`config.mk`:
```
export PLATFORM = sky130hd
export DESIGN_NAME = rnd_hex_gen_flat
export DESIGN_NICKNAME = d
export VERILOG_FILES = /design/src/rtl/rnd_hex_gen_if.sv /design/src/rtl/rnd_hex_gen.sv /design/src/flat_wrapper.sv
export SDC_FILE = /design/constraint.sdc
export NUM_CORES = 1
export LEC_CHECK = 0
export CORE_ASPECT_RATIO = 0.6
export CORE_UTILIZATION = 62
export DETAILED_ROUTE_END_ITERATION = 16
export PLACE_DENSITY = 0.95
export SYNTH_ARGS = -nofsm -noshare
export SYNTH_HDL_FRONTEND = slang
export SYNTH_SLANG_ARGS = --single-unit
export TNS_END_PERCENT = 1
```
`constraint.sdc`:
```
create_clock -name clk -period 2.9 [get_ports clk]
set_input_delay 0.58 -clock clk [delete_from_list [all_inputs] [get_ports clk]]
set_output_delay 0.58 -clock clk [all_outputs]
set_load 0.01 [all_outputs]
```
`src/rtl/rnd_hex_gen_if.sv`:
```
// Connection between the random hex source and the 4-digit hex display.
// Carries the raw push-button in and the display value/status out.
interface rnd_hex_gen_if;
   logic        i_btn;
   logic [15:0] o_data;
   logic        o_valid;
   logic        o_rolling;
   logic [7:0]  o_roll_cnt;

   modport master (
      input  i_btn,
      output o_data,
      output o_valid,
      output o_rolling,
      output o_roll_cnt
   );

   modport slave (
      output i_btn,
      input  o_data,
      input  o_valid,
      input  o_rolling,
      input  o_roll_cnt
   );
endinterface

```
`src/rtl/rnd_hex_gen.sv`:
```
// Button-driven random value source: while the button is held the value rolls,
// and on release the final LFSR value is frozen and announced with a strobe.
module rnd_hex_gen #(
   parameter int          DB_WIDTH = 16,
   parameter int          ROLL_DIV = 4096,
   parameter logic [15:0] SEED     = 16'hACE1
) (
   input logic          clk,
   input logic          rst,
   rnd_hex_gen_if.master bus
);

   // A zero seed would lock the LFSR at zero forever, so it is replaced.
   localparam logic [15:0] LFSR_INIT = (SEED == 16'h0000) ? 16'h0001 : SEED;
   localparam int          DIV_W     = (ROLL_DIV > 1) ? $clog2(ROLL_DIV) : 1;
   localparam logic [DIV_W-1:0] DIV_LAST = DIV_W'(ROLL_DIV - 1);

   typedef enum logic {
      IDLE = 1'b0,
      ROLL = 1'b1
   } state_t;

   logic                btn_meta;
   logic                btn_s;
   logic                db;
   logic                db_prev;
   logic [DB_WIDTH-1:0] db_cnt;
   logic [15:0]         lfsr;
   logic [DIV_W-1:0]    div_cnt;
   state_t              state;
   logic [15:0]         data_q;
   logic                valid_q;
   logic                rolling_q;
   logic [7:0]          roll_cnt_q;

   logic rise;
   logic fall;
   logic div_done;

   assign rise     = db & ~db_prev;
   assign fall     = ~db & db_prev;
   assign div_done = (div_cnt == DIV_LAST);

   always_ff @(posedge clk) begin
      if (rst) begin
         btn_meta <= 1'b0;
         btn_s    <= 1'b0;
         db       <= 1'b0;
         db_prev  <= 1'b0;
         db_cnt   <= '0;
      end else begin
         btn_meta <= bus.i_btn;
         btn_s    <= btn_meta;
         db_prev  <= db;
         // Any return to the settled level restarts the qualification window.
         if (btn_s == db) begin
            db_cnt <= '0;
         end else if (db_cnt == {DB_WIDTH{1'b1}}) begin
            db     <= btn_s;
            db_cnt <= '0;
         end else begin
            db_cnt <= db_cnt + 1'b1;
         end
      end
   end

   always_ff @(posedge clk) begin
      if (rst) begin
         lfsr <= LFSR_INIT;
      end else begin
         lfsr <= {lfsr[14:0], lfsr[15] ^ lfsr[13] ^ lfsr[12] ^ lfsr[10]};
      end
   end

   always_ff @(posedge clk) begin
      if (rst) begin
         state      <= IDLE;
         div_cnt    <= '0;
         data_q     <= 16'h0000;
         valid_q    <= 1'b0;
         rolling_q  <= 1'b0;
         roll_cnt_q <= 8'h00;
      end else begin
         valid_q <= 1'b0;
         case (state)
            IDLE: begin
               rolling_q <= 1'b0;
               if (rise) begin
                  state     <= ROLL;
                  div_cnt   <= '0;
                  data_q    <= lfsr;
                  rolling_q <= 1'b1;
               end
            end
            ROLL: begin
               rolling_q <= 1'b1;
               // Release wins over a coincident roll tick so the value loads once.
               if (fall) begin
                  state     <= IDLE;
                  data_q    <= lfsr;
                  valid_q   <= 1'b1;
                  rolling_q <= 1'b0;
                  if (roll_cnt_q != 8'hFF) begin
                     roll_cnt_q <= roll_cnt_q + 8'd1;
                  end
               end else if (div_done) begin
                  data_q  <= lfsr;
                  div_cnt <= '0;
               end else begin
                  div_cnt <= div_cnt + 1'b1;
               end
            end
            default: begin
               state     <= IDLE;
               rolling_q <= 1'b0;
            end
         endcase
      end
   end

   assign bus.o_data     = data_q;
   assign bus.o_valid    = valid_q;
   assign bus.o_rolling  = rolling_q;
   assign bus.o_roll_cnt = roll_cnt_q;

endmodule

```
`src/flat_wrapper.sv`:
```
// flat-port wrapper written by rule: the top's interface ports become plain ports
module rnd_hex_gen_flat 
#(
   parameter int          DB_WIDTH = 16,
   parameter int          ROLL_DIV = 4096,
   parameter logic [15:0] SEED     = 16'hACE1
)
  (clk, rst, bus_i_btn, bus_o_data, bus_o_valid, bus_o_rolling, bus_o_roll_cnt);
  rnd_hex_gen_if bus_i ();
  input logic clk;
  input logic rst;
  input wire logic [$bits(bus_i.i_btn)-1:0] bus_i_btn;
  output wire logic [$bits(bus_i.o_data)-1:0] bus_o_data;
  output wire logic [$bits(bus_i.o_valid)-1:0] bus_o_valid;
  output wire logic [$bits(bus_i.o_rolling)-1:0] bus_o_rolling;
  output wire logic [$bits(bus_i.o_roll_cnt)-1:0] bus_o_roll_cnt;
  assign bus_i.i_btn = bus_i_btn;
  assign bus_o_data = bus_i.o_data;
  assign bus_o_valid = bus_i.o_valid;
  assign bus_o_rolling = bus_i.o_rolling;
  assign bus_o_roll_cnt = bus_i.o_roll_cnt;
  rnd_hex_gen #(.DB_WIDTH(DB_WIDTH), .ROLL_DIV(ROLL_DIV), .SEED(SEED)) u_core (.clk(clk), .rst(rst), .bus(bus_i));
endmodule
```
==> impl_metrics.json, run 1 <==
{
  "outcome": "complete, but fails checks",
  "violations": "design-rule violations",
  "fmax_mhz": 448.0,
  "synth_cell_types": 57,
  "p_switching_uw": 502.0,
  "final_cells": 460,
  "skew_ps": 9.617,
  "die_h_um": 59.62,
  "stdcell_area_um2": 3969,
  "routed_via_density": 6.550,
  "rsz0062_at_grt": "false",
  "fin_crit_sh": 0.7698,
  "antenna_cells": 0,
  "grt_pass1_vias": 2659,
  "drive_gt1_frac": 0.1142,
  "synth_edf_count": 0,
  "setup_ws_ps": 667.6,
  "synthTopCellsByArea": "dfxtp_1, a22oi_1, a32oi_1, a21oi_1, o22a_1",
  "grt_max_degree": 57,
  "grt.overflow.total": 0,
  "pwr-share-seq": 0.476,
  "antenna_found_initial": 0,
  "crit_path_max_fanout": 18,
  "postPlaceCellArea_um2": 3704,
  "min_path_type": "register to register",
  "hpwlAfterDp_mm": 4.925,
  "numPortBuffers": 28,
  "cts_setup_buffers": 0,
  "grt_first_pass_wirelength_mm": 12.88,
  "p_comb_frac": 0.066,
  "drtPass1Iterations": 12,
  "drt_iter0_markers": 289,
  "required_ps": 3110,
  "critPathCaptureType": "register",
  "crit_type": "register to register",
  "synth_top_area_frac": 0.4318,
  "ant_nets": 0,
  "cts_hold_buf": 0,
  "synthesis.nets": 373,
  "slew-limit-headroom": 0.3661,
  "p_per_area_nw_per_um2": 580.3,
  "cellLeakagePower_nw": 1.327,
  "netlist_instances": 367,
  "gr-usage-all-layers": 0.2884,
  "syn_avg_cell_area_um2": 9.348,
  "start_util": 0.6623,
  "p_clk_frac": 0.457,
  "layout_commonest_cell": "dfxtp_1",
  "clk_latency_ps": 350,
  "drt-total-wl_mm": 8.154,
  "std_cell_rows": 20,
  "dp.cells": 444,
  "cts_resized": 0,
  "final.setup.tns_ps": 0,
  "wl_per_cell_um": 17.73,
  "nets": 395,
  "drc_errors": 2,
  "power_mw": 2.303,
  "clkTransAtPathRegs_ps": 80,
  "dieArea_um2": 5845,
  "cts_tree": "yes",
  "synth_area_um2": 3431,
  "dr_total_vias": 3013,
  "numCtsBuffers": 9,
  "async_reset_ff_frac": 0,
  "clockBufferDepth": 2,
  "hold_viol": 0,
  "hold_ws_ps": 450.1,
  "synth_area_leader_cell": "dfxtp_1",
  "gp_congestion": 0.8201,
  "cts_sinks": 74,
  "max_cap_violations": 0,
  "synth-seq-cells": 74,
  "cts_root_buffer": "clkbuf_8",
  "htree_levels": 3,
  "die_w_um": 98.04,
  "cp-start-kind": "register",
  "setup_viol": 0,
  "area_growth_pct": 15.68,
  "final_cell_mix": "dfxtp_1, nor2_1, a21oi_1, clkdlybuf4s50_1, a22oi_1",
  "ir_worst_vdd_mv": 0.3756,
  "drv_slew": 0,
  "finalCoreUtilization": 0.7662,
  "io_pins": 29,
  "yosysWarnings": 0,
  "worstPathArrival_ps": 2440,
  "core_area_um2": 5180,
  "period_minus_slack_ps": 2232,
  "post-place-ws_ps": 763.5,
  "p_sw_frac": 0.2180,
  "ys_dominant_reg_cell": "dfxtp_1",
  "p_int_mw": 1.801,
  "seq_area_frac_synth": 0.4318,
  "tightest_slew_ps": 943.8
}
[final timing paths]
check / start / slack, ps / cells past startpoint / end
worst min register to register: u_core.btn_meta / 450 / 1 / u_core.btn_s
worst max register to register: u_core.div_cnt[0] / 670 / 5 / u_core.bus.o_data[15]
worst min-delay path: u_core.btn_meta / 450 / 1 / u_core.btn_s
worst max-delay path: u_core.div_cnt[0] / 670 / 5 / u_core.bus.o_data[15]
[state kept, by name, summed over array words and instances (netlist names)]
signal                 cells
u_core.div_cnt            12
u_core.btn_meta            1
u_core.bus.o_roll_cnt      8
u_core.bus.o_valid         1
u_core.db                  1
u_core.state               1
u_core.lfsr               16
u_core.db_prev             1
u_core.db_cnt             16
u_core.btn_s               1
u_core.bus.o_data         16
[per-layer routing]
layer | vias to the layer above | routed length (um) | track usage
met4 | 0 | 129 | 0.1126
li1 | 1424 | - | -
met2 | 145 | 3631 | 0.4618
met5 | - | 0 | 0
met3 | 20 | 732 | 0.08137
met1 | 1424 | 3661 | 0.3752
[synth_stat cells (all sizes together), types with 10 or more instances]
master,n
a32oi,17
dfxtp,74
xnor2,12
o22a,13
a21oi,27
a22oi,24
nor2b,15
o21ai,10
nor2,28
buf,17
nand2,14
xor2,10
nand3,11
[worst max-delay path: stages, from the launching register on]
cell and delay (ps):
dfxtp_1 400, ha_1 300, nand4_4 170, or3_1 720, a32oi_1 380, a21oi_1 120
[layout make-up]
type,count,area (um2)
multi-input cells,263,1793
flip-flops and latches,74,1481
fillers,340,1211
repair buffers,34,320.3
clock inverters,7,141.4
clock buffers,9,123.9
well taps,66,82.58
inverters,7,26.28
[power groups by stage]
stage	Sequential [mW]	Combinational (mW)	Clock [mW]
4_1_cts	1.09	0.153	1.06
3_3_place_gp	1.11	0.143	0
3_5_place_dp	1.12	0.149	0
2_1_floorplan	1.12	0.0835	0
5_1_grt	1.10	0.163	1.11
6_report	1.10	0.153	1.05
[cells by family after synthesis]
logic type	Yosys count	share of synthesized area
DFF	74	0.4318
muxes	6	0.01933
xor gates and xnor gates	22	0.05616
buffers and inverters	30	0.04558
adders and majority gates	3	0.01094
AOI/OAI and AO/OA	110	0.2290
and+or+nand+nor	122	0.2072
Note: power is estimated with default switching activity, not from simulation.
==> run 2, diff against run 1 <==
- CORE_UTILIZATION: 62 -> 52
- PLACE_DENSITY: 0.95 -> 0.87
- clock period: 2.9 -> 1.9 ns (I/O delays scaled with it)
==> impl_metrics.json, run 2 (synthesis gave the netlist of run 1 again) <==
{
  "fill_cells": 517,
  "gr-usage-all-layers": 0.2467,
  "area_growth_pct": 17.43,
  "routed_via_density": 6.202,
  "setup_viol": 0,
  "dieArea_um2": 6937,
  "critPathMaxStageDelay_ps": 550,
  "hp-start": "rst",
  "start_util": 0.5491,
  "ff_latch_area_um2": 1484,
  "nets": 406,
  "numPortBuffers": 28,
  "clockBufferDepth": 2,
  "skew_ps": 8.596,
  "drive_gt1_frac": 0.1432,
  "tightest_slew_ps": 559.1,
  "final_cell_mix": "dfxtp_1, nor2_1, a21oi_1, clkdlybuf4s50_1, a22oi_1",
  "p_switching_uw": 716.4,
  "drv_slew": 0,
  "min_path_type": "input pin to register",
  "grt_pass1_vias": 2801,
  "p_int_mw": 2.424,
  "slew-limit-headroom": 0.6272,
  "drt-total-wl_mm": 8.017,
  "final.setup.tns_ps": 0,
  "drtPass1Iterations": 4,
  "clkTransAtPathRegs_ps": 70,
  "power_mw": 3.141,
  "htree_levels": 3,
  "p_clk_frac": 0.395,
  "grt_max_degree": 57,
  "outcome": "finished, final reports clean",
  "postPlaceCellArea_um2": 3809,
  "gp_congestion": 0.8508,
  "drt_iter0_markers": 235,
  "cp_slowest_cell": "clkdlybuf4s50_1",
  "fmax_mhz": 549.3,
  "layout_commonest_cell": "dfxtp_1",
  "ant_nets": 0,
  "stdcell_area_um2": 4029,
  "grt_first_pass_wirelength_mm": 13.24,
  "cts_tree": "yes",
  "hpwlAfterDp_mm": 5.212,
  "max_cap_violations": 0,
  "antenna_found_initial": 0,
  "cts_sinks": 74,
  "crit_type": "register to output pin",
  "post-place-ws_ps": 48.96,
  "p_sw_frac": 0.2281,
  "p_comb_frac": 0.074,
  "rsz0062_at_grt": "false",
  "wl_per_cell_um": 16.39,
  "die_w_um": 106.9,
  "setup_ws_ps": 79.47,
  "timing.rr.start": "u_core.div_cnt[0]",
  "p_per_area_nw_per_um2": 779.6,
  "antenna_cells": 0,
  "required_ps": 1520,
  "numCtsBuffers": 9,
  "std_cell_rows": 22,
  "period_minus_slack_ps": 1821,
  "die_h_um": 64.92,
  "dr_total_vias": 3033,
  "startpoint": "u_core.state",
  "path_cells": "buf_6, clkdlybuf4s50_1",
  "clk_latency_ps": 360,
  "ir_worst_vdd_mv": 0.6915,
  "fin_crit_sh": 0.9582,
  "multiInputGateArea_um2": 1805,
  "crit_path_max_fanout": 11,
  "hold_viol": 0,
  "worstPathArrival_ps": 1440,
  "core_area_um2": 6248,
  "pwr-share-seq": 0.531,
  "drc_errors": 0,
  "cellLeakagePower_nw": 1.353,
  "cp-start-kind": "register",
  "cts_root_buffer": "clkbuf_8",
  "io_pins": 29,
  "grt.overflow.total": 0,
  "critPathCaptureType": "output pin"
}
==> run 2: cell types whose count changed in the layout (fill, tap and decap cells not counted), moves of 2 or more <==
cell / previous run / this run
buf_4: 6 / 15
clkbuf_1: 0 / 3
bufinv_16: 4 / 1
buf_6: 0 / 2
dfxtp_1: 74 / 72
dfxtp_2: 0 / 2
clkbuf_8: 9 / 11
==> run 2: path summary, 6_finish.rpt <==
kind	to	slack, ps	cells past startpoint
worst min-delay path	u_core.lfsr[0]	270	3
worst max-delay path	bus_o_rolling	80	2
worst min register to register	u_core.btn_s	440	1
worst max register to register	u_core.bus.o_data[12]	140	6
==> run 2: worst max-delay path: cells and delay by family, from the launching register on <==
| kind | cells | cell delay, ps |
|---|---|---|
| buf+inv | 2 | 720 |
| flops | 1 | 370 |
==> run 2: cell type report <==
type | instances | area share
timing repair buffer | 45 | 0.1019
clock inverter | 2 | 0.008696
clock buffer | 14 | 0.04037
multi-input combinational | 263 | 0.4481
sequential | 74 | 0.3683
inverter | 7 | 0.006522
tap | 84 | 0.02609
==> run 2: metal layers <==
metal,GRT usage,up-vias,share of wire
li1,-,1444,-
met1,0.3151,1472,0.46
met2,0.3895,103,0.45
met3,0.09759,14,0.073
met4,0.06164,0,0.016
met5,0,-,0
==> run 2: what timing repair did <==
item,in CTS,in global routing
setup buffers,0,0
resized for setup,0,7
endpoints found under the setup margin,0,19
hold buffers,0,0
==> run 2: stage by stage <==
step / hold WS [ps] / instances / util
2_1_floorplan: 413.8 / 367 / -
3_3_place_gp: 416.3 / 473 / 0.6095
3_5_place_dp: 426.5 / 473 / 0.6095
4_1_cts: 259.2 / 489 / 0.6412
5_1_grt: 263.5 / 489 / 0.6448
6_report: 273.8 / 489 / 0.6448
==> run 2: power groups by stage <==
stage	Clock, mW	Combinational, mW	Sequential [mW]
after global routing	1.35	0.253	1.67
after global placement	0	0.221	1.70
after detailed placement	0	0.228	1.70
after CTS	1.27	0.231	1.67
after floorplan	0	0.127	1.70
final	1.24	0.231	1.67
